$ cat src/rtl/audio_pkg.sv
// Shared audio definitions: default sample width and rate, the stereo sample
// record handed to the DAC, and the pacer state encoding.
package audio_pkg;

  localparam int AUDIO_WIDTH      = 4;
  // 656 clk cycles per sample gives 32768 Hz from the system clock.
  localparam int AUDIO_SAMPLE_DIV = 656;

  typedef struct packed {
    logic [AUDIO_WIDTH-1:0] left;
    logic [AUDIO_WIDTH-1:0] right;
  } stereo_t;

  typedef enum logic {
    ST_PREFILL = 1'b0,
    ST_PLAY    = 1'b1
  } pacer_state_t;

endpackage

$ cat src/rtl/sample_fifo.sv
// Small synchronous FIFO for stereo sample pairs. The level counter is kept
// separately from the wrapping pointers so full and empty are exact.
module sample_fifo #(
  parameter int DW    = 8,
  parameter int DEPTH = 16,
  localparam int AW   = $clog2(DEPTH),
  localparam int LW   = AW + 1
) (
  input  logic          clk,
  input  logic          rst_n,
  input  logic          push,
  input  logic          pop,
  input  logic [DW-1:0] wr_data,
  output logic [DW-1:0] rd_data,
  output logic [LW-1:0] level,
  output logic          full,
  output logic          empty
);

  logic [DW-1:0] mem [DEPTH];
  logic [AW-1:0] wr_ptr_reg;
  logic [AW-1:0] rd_ptr_reg;
  logic [LW-1:0] level_reg;
  logic          push_ok;
  logic          pop_ok;

  assign full    = (level_reg == LW'(DEPTH));
  assign empty   = (level_reg == '0);
  assign push_ok = push && !full;
  // Gated on registered empty, so a same-cycle push into an empty FIFO is not poppable.
  assign pop_ok  = pop && !empty;
  assign level   = level_reg;
  assign rd_data = mem[rd_ptr_reg];

  always_ff @(posedge clk) begin
    if (push_ok) begin
      mem[wr_ptr_reg] <= wr_data;
    end
  end

  always_ff @(posedge clk or negedge rst_n) begin
    if (!rst_n) begin
      wr_ptr_reg <= '0;
      rd_ptr_reg <= '0;
      level_reg  <= '0;
    end else begin
      if (push_ok) begin
        wr_ptr_reg <= wr_ptr_reg + 1'b1;
      end
      if (pop_ok) begin
        rd_ptr_reg <= rd_ptr_reg + 1'b1;
      end
      case ({push_ok, pop_ok})
        2'b10:   level_reg <= level_reg + 1'b1;
        2'b01:   level_reg <= level_reg - 1'b1;
        default: level_reg <= level_reg;
      endcase
    end
  end

endmodule

$ cat src/rtl/audio_sample_pacer.sv
// Buffers stereo samples and releases exactly one pair per sample period to the DAC.
// Build option AUDIO_PACER_UNDERRUN_ZERO_EN: outputs go silent on underrun instead of holding.
module audio_sample_pacer
  import audio_pkg::*;
#(
  parameter int WIDTH      = AUDIO_WIDTH,
  parameter int DEPTH      = 16,
  parameter int SAMPLE_DIV = AUDIO_SAMPLE_DIV,
  parameter int PREFILL    = 4
) (
  input  logic                     clk,
  input  logic                     rst_n,
  input  logic [WIDTH-1:0]         in_left,
  input  logic [WIDTH-1:0]         in_right,
  input  logic                     in_valid,
  output logic                     in_ready,
  output logic [WIDTH-1:0]         left_out,
  output logic [WIDTH-1:0]         right_out,
  output logic                     sample_tick,
  output logic                     playing,
  output logic [$clog2(DEPTH):0]   level,
  output logic [7:0]               underrun_cnt
);

  localparam int LW   = $clog2(DEPTH) + 1;
  localparam int DIVW = $clog2(SAMPLE_DIV);
  localparam logic [LW-1:0]   PREFILL_LVL = LW'(PREFILL);
  localparam logic [DIVW-1:0] DIV_LAST    = DIVW'(SAMPLE_DIV - 1);

  pacer_state_t      state_reg;
  logic [DIVW-1:0]   div_reg;
  logic [WIDTH-1:0]  left_reg;
  logic [WIDTH-1:0]  right_reg;
  logic              sample_tick_reg;
  logic [7:0]        underrun_cnt_reg;
  logic              div_tick;
  logic              pop_req;
  logic              fifo_full;
  logic              fifo_empty;
  logic [2*WIDTH-1:0] fifo_head;

  assign div_tick = (div_reg == DIV_LAST);
  assign pop_req  = div_tick && (state_reg == ST_PLAY) && !fifo_empty;

  sample_fifo #(
    .DW    (2 * WIDTH),
    .DEPTH (DEPTH)
  ) u_fifo (
    .clk     (clk),
    .rst_n   (rst_n),
    .push    (in_valid),
    .pop     (pop_req),
    .wr_data ({in_left, in_right}),
    .rd_data (fifo_head),
    .level   (level),
    .full    (fifo_full),
    .empty   (fifo_empty)
  );

  // Free-running in every state so output updates stay phase-locked to the DAC.
  always_ff @(posedge clk or negedge rst_n) begin
    if (!rst_n) begin
      div_reg <= '0;
    end else if (div_tick) begin
      div_reg <= '0;
    end else begin
      div_reg <= div_reg + 1'b1;
    end
  end

  always_ff @(posedge clk or negedge rst_n) begin
    if (!rst_n) begin
      state_reg        <= ST_PREFILL;
      left_reg         <= '0;
      right_reg        <= '0;
      sample_tick_reg  <= 1'b0;
      underrun_cnt_reg <= '0;
    end else begin
      sample_tick_reg <= 1'b0;
      if (div_tick) begin
        case (state_reg)
          ST_PREFILL: begin
            if (level >= PREFILL_LVL) begin
              state_reg <= ST_PLAY;
            end
          end
          ST_PLAY: begin
            sample_tick_reg <= 1'b1;
            if (!fifo_empty) begin
              {left_reg, right_reg} <= fifo_head;
            end else begin
              if (underrun_cnt_reg != 8'hFF) begin
                underrun_cnt_reg <= underrun_cnt_reg + 8'd1;
              end
`ifdef AUDIO_PACER_UNDERRUN_ZERO_EN
              left_reg  <= '0;
              right_reg <= '0;
`endif
              state_reg <= ST_PREFILL;
            end
          end
          default: state_reg <= ST_PREFILL;
        endcase
      end
    end
  end

  assign in_ready     = !fifo_full;
  assign left_out     = left_reg;
  assign right_out    = right_reg;
  assign sample_tick  = sample_tick_reg;
  assign playing      = (state_reg == ST_PLAY);
  assign underrun_cnt = underrun_cnt_reg;

endmodule
$ cat config.mk
export PLATFORM = sky130hd
export DESIGN_NAME = audio_sample_pacer
export DESIGN_NICKNAME = d
export VERILOG_FILES = /design/src/rtl/audio_pkg.sv /design/src/rtl/sample_fifo.sv /design/src/rtl/audio_sample_pacer.sv
export SDC_FILE = /design/constraint.sdc
export NUM_CORES = 1
export LEC_CHECK = 0
export ABC_CLOCK_PERIOD_IN_PS = 4070
export CORE_AREA = 2 2 116 118
export CTS_CLUSTER_DIAMETER = 200
export CTS_CLUSTER_SIZE = 30
export DETAILED_ROUTE_END_ITERATION = 10
export DIE_AREA = 0 0 118 120
export PLACE_DENSITY = 0.72
export SYNTH_ARGS = -nofsm -noshare
export SYNTH_HDL_FRONTEND = slang
export SYNTH_HIERARCHICAL = 1
export SYNTH_SLANG_ARGS = --single-unit
$ cat constraint.sdc
create_clock -name clk -period 4.07 [get_ports clk]
set_clock_uncertainty 0.05 [all_clocks]
set_input_delay 1.0175 -clock clk [delete_from_list [all_inputs] [get_ports clk]]
set_output_delay 1.0175 -clock clk [all_outputs]
set_load 0.005 [all_outputs]
==> flow_metrics.py, run 1 <==
metrics = {
    "min_path": {
        "hp-start": "div_reg[0]$_DFF_PN0_",
        "min_path_type": "flip-flop to flip-flop",
        "holdPathEnd": "div_reg[0]$_DFF_PN0_",
        "worstHoldPathCells": 1,
    },
    "grt": {
        "antenna_found_initial": 0,
        "overflow": 0,
        "grt_max_degree": 42,
        "first_global_vias": 3801,
        "grt_use_total_pct": 19.0,
        "grt_pass1_wl_um": 20200,
    },
    "critical_path": {
        "cp-start-kind": "flip-flop",
        "worstSetupEndpointType": "flip-flop",
        "crit_fanout": 9,
        "rr_worst_depth": 13,
        "reg2reg_from": "div_reg[0]$_DFF_PN0_",
        "timing.rr.end": "u_fifo/level[4]$_DFFE_PN0P_",
        "r2r_setup_slack_ps": 430,
        "path_class": "flip-flop to flip-flop",
        "cp.arrival_ps": 3900,
        "crit_required_ps": 4330,
    },
    "clocking": {
        "cts_buffers": 17,
        "post_cts_buffers": 0,
        "cts_resized": 0,
        "htree_levels": 4,
        "cts.path.max_buffers": 2,
        "clk_pin_slew_ps": 60,
        "clock_latency_ps": 420,
        "cts_sinks": 169,
        "postCtsHoldBufs": 0,
        "cts_tree": "built",
        "root_buffer": "clkbuf_16",
    },
    "finish": {
        "instances_no_fill": 662,
        "drive_gt1_share_pct": 16.3,
        "fin_area_mm2": 0.00808,
        "largest_register_ffs": 128,
        "fin_nets": 496,
        "fin_util_pct": 62.3,
        "diodes": 0,
        "synthToLayoutAreaGrowth_pct": 15.1,
    },
    "synth": {
        "synth_edf_count": 128,
        "ys_seq_area_share_pct": 69.4,
        "synth-async-reset-ratio_pct": 24.3,
        "ys_ff_latch": 169,
        "syn_area_mm2": 0.00702,
        "avgSynthCellArea_um2": 16.3,
        "ys_warn_count": 6,
        "synth_top_cell_by_area": "edfxtp_1",
        "synth_area_leaders": "edfxtp_1 55%, dfrtp_1 15%, mux4_2 5.1%, mux2i_1 3.6%, mux2_2 2.4%",
        "synth_nets": 453,
        "synthDistinctLibCells": 47,
        "syn_inst": 430,
        "synth.top_cell.area_share_pct": 54.7,
        "synth-main-ff-cell": "edfxtp_1",
    },
    "placement": {
        "dpl_worst_slack_ps": 513,
        "place_inst": 630,
        "gp_congestion": 0.765,
        "port_buffers": 34,
        "place_area_mm2": 0.00751,
        "post-dp-hpwl_um": 8300,
    },
    "power_and_ir_drop": {
        "leakagePower_nw": 2.87,
        "powerDensity_mw_per_mm2": 511,
        "peakVddDrop_mv": 0.414,
    },
    "sta": {
        "slew_viol_final": 0,
        "setup_ws_ps": 433,
        "setup_viol": 0,
        "finalCriticalPeriod_ps": 3640,
        "worstMarginPinSlew_ps": 998,
        "maxSlewHeadroom_pct": 33.5,
        "finalSetupTns_ps": 0,
        "hold_violations": 0,
        "rsz0062_at_grt": "false",
        "post-route-period-util_pct": 89.4,
        "max_freq_mhz": 275,
    },
    "die": {
        "start_util_pct": 54.1,
        "dieWidth_um": 118,
        "die_h_um": 120,
        "core_mm2": 0.0130,
        "rows": 42,
        "dieArea_mm2": 0.0142,
        "boundaryPins": 35,
    },
    "route": {
        "wire_per_inst_um": 19.0,
        "viasPerCell": 5.57,
        "vias": 3688,
        "dr.pass1.iters": 4,
        "routed_wirelength_um": 12600,
        "drt_iter0_drc": 305,
        "drc": 0,
        "antenna_left": 0,
    },
    "status": {
        "status": "finished, final reports clean",
    },
    "flow_run": {
        "max_cap_violations": 0,
    },
}
## routing by layer
| layer | wire (um) | GRT usage [%] |
|---|---|---|
| met1 | 5640 | 25.0 |
| met2 | 6330 | 31.0 |
| met3 | 415 | 4.18 |
| met4 | 174 | 7.76 |
| met5 | 0 | 0 |
## layout by cell type, fill, tap and decap left out, types with 2 or more instances in the layout
| cell type | instances |
|---|---|
| nand3_1 | 7 |
| edfxtp_1 | 128 |
| ha_1 | 11 |
| nor4_1 | 4 |
| and2_1 | 5 |
| a21o_1 | 2 |
| o21ai_0 | 21 |
| mux2_2 | 15 |
| clkbuf_1 | 3 |
| inv_6 | 5 |
| clkdlybuf4s50_1 | 33 |
| clkbuf_16 | 17 |
| nor3_1 | 7 |
| bufinv_16 | 2 |
| a21oi_1 | 10 |
| mux4_2 | 16 |
| nand2_1 | 22 |
| nor2b_1 | 3 |
| nand2b_1 | 2 |
| mux2i_1 | 25 |
| xor2_1 | 12 |
| or3b_1 | 2 |
| clkinv_2 | 2 |
| buf_4 | 8 |
| nand4_1 | 6 |
| mux2_1 | 2 |
| a22oi_1 | 8 |
| a221oi_1 | 8 |
| xnor2_1 | 11 |
| nor2_1 | 15 |
| inv_1 | 11 |
| dfrtp_1 | 40 |
| clkinv_4 | 2 |
| and3_1 | 2 |
## through the flow
| stage | total power, W | hold slack (ps) |
|---|---|---|
| after detailed placement | 0.00260 | 437 |
| after floorplan | 0.00240 | 393 |
| after global routing | 0.00428 | 461 |
| after CTS | 0.00416 | 445 |
| after global placement | 0.00257 | 412 |
| final | 0.00413 | 436 |
## cells in the mapped netlist, types with 5 or more instances
| master | count |
|---|---|
| buf_2 | 6 |
| and2_1 | 5 |
| nand3_1 | 7 |
| edfxtp_1 | 128 |
| xor2_1 | 12 |
| nor3_1 | 7 |
| mux2i_1 | 25 |
| dfrtp_1 | 41 |
| mux2_2 | 15 |
| buf_6 | 5 |
| mux4_2 | 16 |
| nand4_1 | 6 |
| a21oi_1 | 10 |
| xnor2_1 | 11 |
| ha_1 | 11 |
| a221oi_1 | 8 |
| nand2_1 | 22 |
| inv_1 | 11 |
| o21ai_0 | 21 |
| a22oi_1 | 8 |
| nor2_1 | 15 |
## layout make-up
class                      instances  area, um^2
fill                             956        4900
tap                              176         220
multi-input combinational        232        1980
sequential                       169        4870
clock inverter                    12         139
clock buffer                      20         437
inverter                          11        41.3
timing repair buffer              42         395
## power breakdown
part / leakage (nW) / switching [W] / total, W / internal [W]
Combinational: 0.892 / 0.000252 / 0.000431 / 0.000179
Sequential: 1.70 / 0.0000966 / 0.00213 / 0.00203
Clock: 0.280 / 0.000652 / 0.00156 / 0.000913
## cell families after synthesis
| family | after synthesis | synth area share (%) |
|---|---|---|
| AO/OA/AOI/OAI | 52 | 4.60 |
| XOR/XNOR | 23 | 2.87 |
| adder cells (fa/ha/maj) | 12 | 2.25 |
| buffers and inverters | 29 | 2.42 |
| flip-flops | 169 | 69.4 |
| multiplexers | 59 | 11.6 |
| AND/OR/NAND/NOR | 86 | 6.86 |
## critical path, cell delays in order, from the launching register on
cell and delay, ps:
dfrtp_1 390, ha_1 210, and3_1 290, nand3_2 220, nor3b_1 240, nor2b_1 450, ha_1 340, inv_1 120
fa_1 420, nor2b_1 110, o21ai_0 110, nand3_1 100, or3b_1 360, xnor2_1 130
## how the worst max path moves through the flow
stage                          from                          end  slack (ps)  cells past startpoint
6_report       div_reg[0]$_DFF_PN0_  u_fifo/level[4]$_DFFE_PN0P_         430                     13
5_1_grt        div_reg[0]$_DFF_PN0_  u_fifo/level[4]$_DFFE_PN0P_         100                     13
4_1_cts        div_reg[0]$_DFF_PN0_  u_fifo/level[4]$_DFFE_PN0P_         440                     13
3_5_place_dp   div_reg[0]$_DFF_PN0_  u_fifo/level[4]$_DFFE_PN0P_         510                     13
3_3_place_gp               in_valid  u_fifo/level[4]$_DFFE_PN0P_         630                     11
2_1_floorplan  div_reg[0]$_DFF_PN0_  u_fifo/level[4]$_DFFE_PN0P_        1050                     14
No activity file was read; power rests on OpenSTA's default activity.
==> run 2, diff against run 1 <==
--- a/config.mk
+++ b/config.mk
@@ -12,6 +12,7 @@
 export DETAILED_ROUTE_END_ITERATION = 10
 export DIE_AREA = 0 0 118 120
 export PLACE_DENSITY = 0.72
+export RECOVER_POWER = 50
 export SYNTH_ARGS = -nofsm -noshare
 export SYNTH_HDL_FRONTEND = slang
 export SYNTH_HIERARCHICAL = 1
==> run 2 against run 1 <==
  * Hold slack got worse by 0.95 ps
  * Non-clock buffer count unchanged
  * Total power decreased by 0.20%
  * The run now ends with capacitance limit, slew limit left
  * Die area unchanged
  * Register-to-register slack improved by 60 ps
  * Sequential power about the same
  * Clock power about the same
  * Via count increased by 0.27%
  * Sequential share of layout area increased by 0.24 points
  * Largest power group unchanged
  * Utilization decreased by 0.25 points
  * Final area decreased by 0.40%
==> flow_metrics.py, run 2 (same netlist as run 1, synthesis figures left out) <==
metrics = {
    "sta": {
        "rsz0062_at_grt": "false",
        "setup_viol": 0,
        "slew_viol_final": 42,
        "max_freq_mhz": 280,
        "setup_ws_ps": 496,
        "maxSlewHeadroom_pct": -61.9,
        "post-route-period-util_pct": 87.8,
        "finalCriticalPeriod_ps": 3570,
        "hold_violations": 0,
        "finalSetupTns_ps": 0,
        "worstMarginPinSlew_ps": 2430,
    },
    "clocking": {
        "cts_sinks": 169,
        "clk_pin_slew_ps": 60,
        "cts_resized": 0,
        "clock_latency_ps": 420,
        "cts_buffers": 17,
        "cts_tree": "built",
        "htree_levels": 4,
        "post_cts_buffers": 0,
        "root_buffer": "clkbuf_16",
        "cts.path.max_buffers": 2,
        "postCtsHoldBufs": 0,
    },
    "finish": {
        "diodes": 0,
        "largest_register_ffs": 128,
        "layout_commonest_cell": "edfxtp_1",
        "fin_util_pct": 62.0,
        "synthToLayoutAreaGrowth_pct": 14.7,
        "final_cell_mix": "128 x edfxtp_1, 40 x dfrtp_1, 25 x mux2i_1",
        "fin_nets": 496,
        "fill_cells": 963,
        "drive_gt1_share_pct": 15.0,
    },
    "critical_path": {
        "crit_fanout": 9,
        "r2r_setup_slack_ps": 500,
        "cp-start-kind": "flip-flop",
        "crit_required_ps": 4330,
        "worstSetupEndpointType": "flip-flop",
        "timing.rr.end": "u_fifo/level[4]$_DFFE_PN0P_",
        "cp.arrival_ps": 3830,
        "rr_worst_depth": 13,
        "reg2reg_from": "div_reg[0]$_DFF_PN0_",
        "path_class": "flip-flop to flip-flop",
    },
    "min_path": {
        "hp-start": "div_reg[0]$_DFF_PN0_",
        "worstHoldPathCells": 1,
        "holdPathEnd": "div_reg[0]$_DFF_PN0_",
        "min_path_type": "flip-flop to flip-flop",
    },
    "grt": {
        "first_global_vias": 3801,
        "grt_max_degree": 42,
        "grt_use_total_pct": 19.0,
        "overflow": 0,
        "antenna_found_initial": 0,
        "grt_pass1_wl_um": 20200,
    },
    "placement": {
        "gp_congestion": 0.765,
        "port_buffers": 34,
        "post-dp-hpwl_um": 8300,
        "dpl_worst_slack_ps": 513,
    },
    "die": {
        "start_util_pct": 54.1,
        "rows": 42,
        "die_h_um": 120,
        "dieArea_mm2": 0.0142,
        "dieWidth_um": 118,
        "boundaryPins": 35,
        "core_mm2": 0.0130,
    },
    "status": {
        "status": "complete, but fails checks",
        "violations": "capacitance limit, slew limit",
    },
    "power_and_ir_drop": {
        "peakVddDrop_mv": 0.416,
        "leakagePower_nw": 2.85,
        "powerDensity_mw_per_mm2": 512,
    },
    "route": {
        "viasPerCell": 5.59,
        "drt_iter0_drc": 310,
        "wire_per_inst_um": 19.1,
        "antenna_left": 0,
        "vias": 3698,
        "dr.pass1.iters": 5,
        "drc": 0,
        "routed_wirelength_um": 12600,
    },
    "flow_run": {
        "max_cap_violations": 1,
    },
}
[run 2: cell type report]
| cell class | count | area (um^2) | area share (%) |
|---|---|---|---|
| clock buffer | 20 | 437 | 5.42 |
| inverter | 11 | 41.3 | 0.513 |
| multi-input combinational | 232 | 1950 | 24.3 |
| timing repair buffer | 42 | 390 | 4.85 |
| tap | 176 | 220 | 2.74 |
| sequential | 169 | 4870 | 60.5 |
| clock inverter | 12 | 139 | 1.72 |
[run 2: worst max-delay path by stage]
stage	startpoint	endpoint	slack [ps]	cells after the start
final	div_reg[0]$_DFF_PN0_	u_fifo/level[4]$_DFFE_PN0P_	500	13
after global routing	div_reg[0]$_DFF_PN0_	u_fifo/level[4]$_DFFE_PN0P_	150	13
after CTS	div_reg[0]$_DFF_PN0_	u_fifo/level[4]$_DFFE_PN0P_	440	13
after detailed placement	div_reg[0]$_DFF_PN0_	u_fifo/level[4]$_DFFE_PN0P_	510	13
after global placement	in_valid	u_fifo/level[4]$_DFFE_PN0P_	630	11
after floorplan	div_reg[0]$_DFF_PN0_	u_fifo/level[4]$_DFFE_PN0P_	1050	14
[run 2: through the flow]
| stage | std cells | instance area [um^2] | hold slack (ps) | power, W |
|---|---|---|---|---|
| after global placement | 630 | 7510 | 412 | 0.00257 |
| after detailed placement | 630 | 7510 | 437 | 0.00260 |
| after floorplan | 430 | 7020 | 393 | 0.00240 |
| final | 662 | 8050 | 435 | 0.00412 |
| after global routing | 662 | 8050 | 461 | 0.00427 |
| after CTS | 662 | 8080 | 445 | 0.00416 |
[run 2: report_power, final]
part           total (W)  internal [W]  switching (W)  leakage, nW
logic           0.000425      0.000173       0.000252        0.871
clock network    0.00157      0.000913       0.000652        0.280
registers        0.00213       0.00203      0.0000935         1.70
total            0.00412       0.00312       0.000998         2.85
[run 2: metal layers]
metal	global-route usage [%]	vias to the layer above	wire length, um
li1	-	1729	-
met1	25.0	1899	5660
met2	31.0	63	6420
met3	4.18	7	417
met4	7.76	0	117
met5	0	-	0
[run 2: critical path: stages, from the launching register on]
cell,delay (ps)
dfrtp_1,380
ha_1,210
and3_1,260
nand3_2,200
nor3b_1,240
nor2b_1,440
ha_1,340
inv_1,110
fa_1,420
nor2b_1,110
o21ai_0,110
nand3_1,100
or3b_1,360
xnor2_1,130
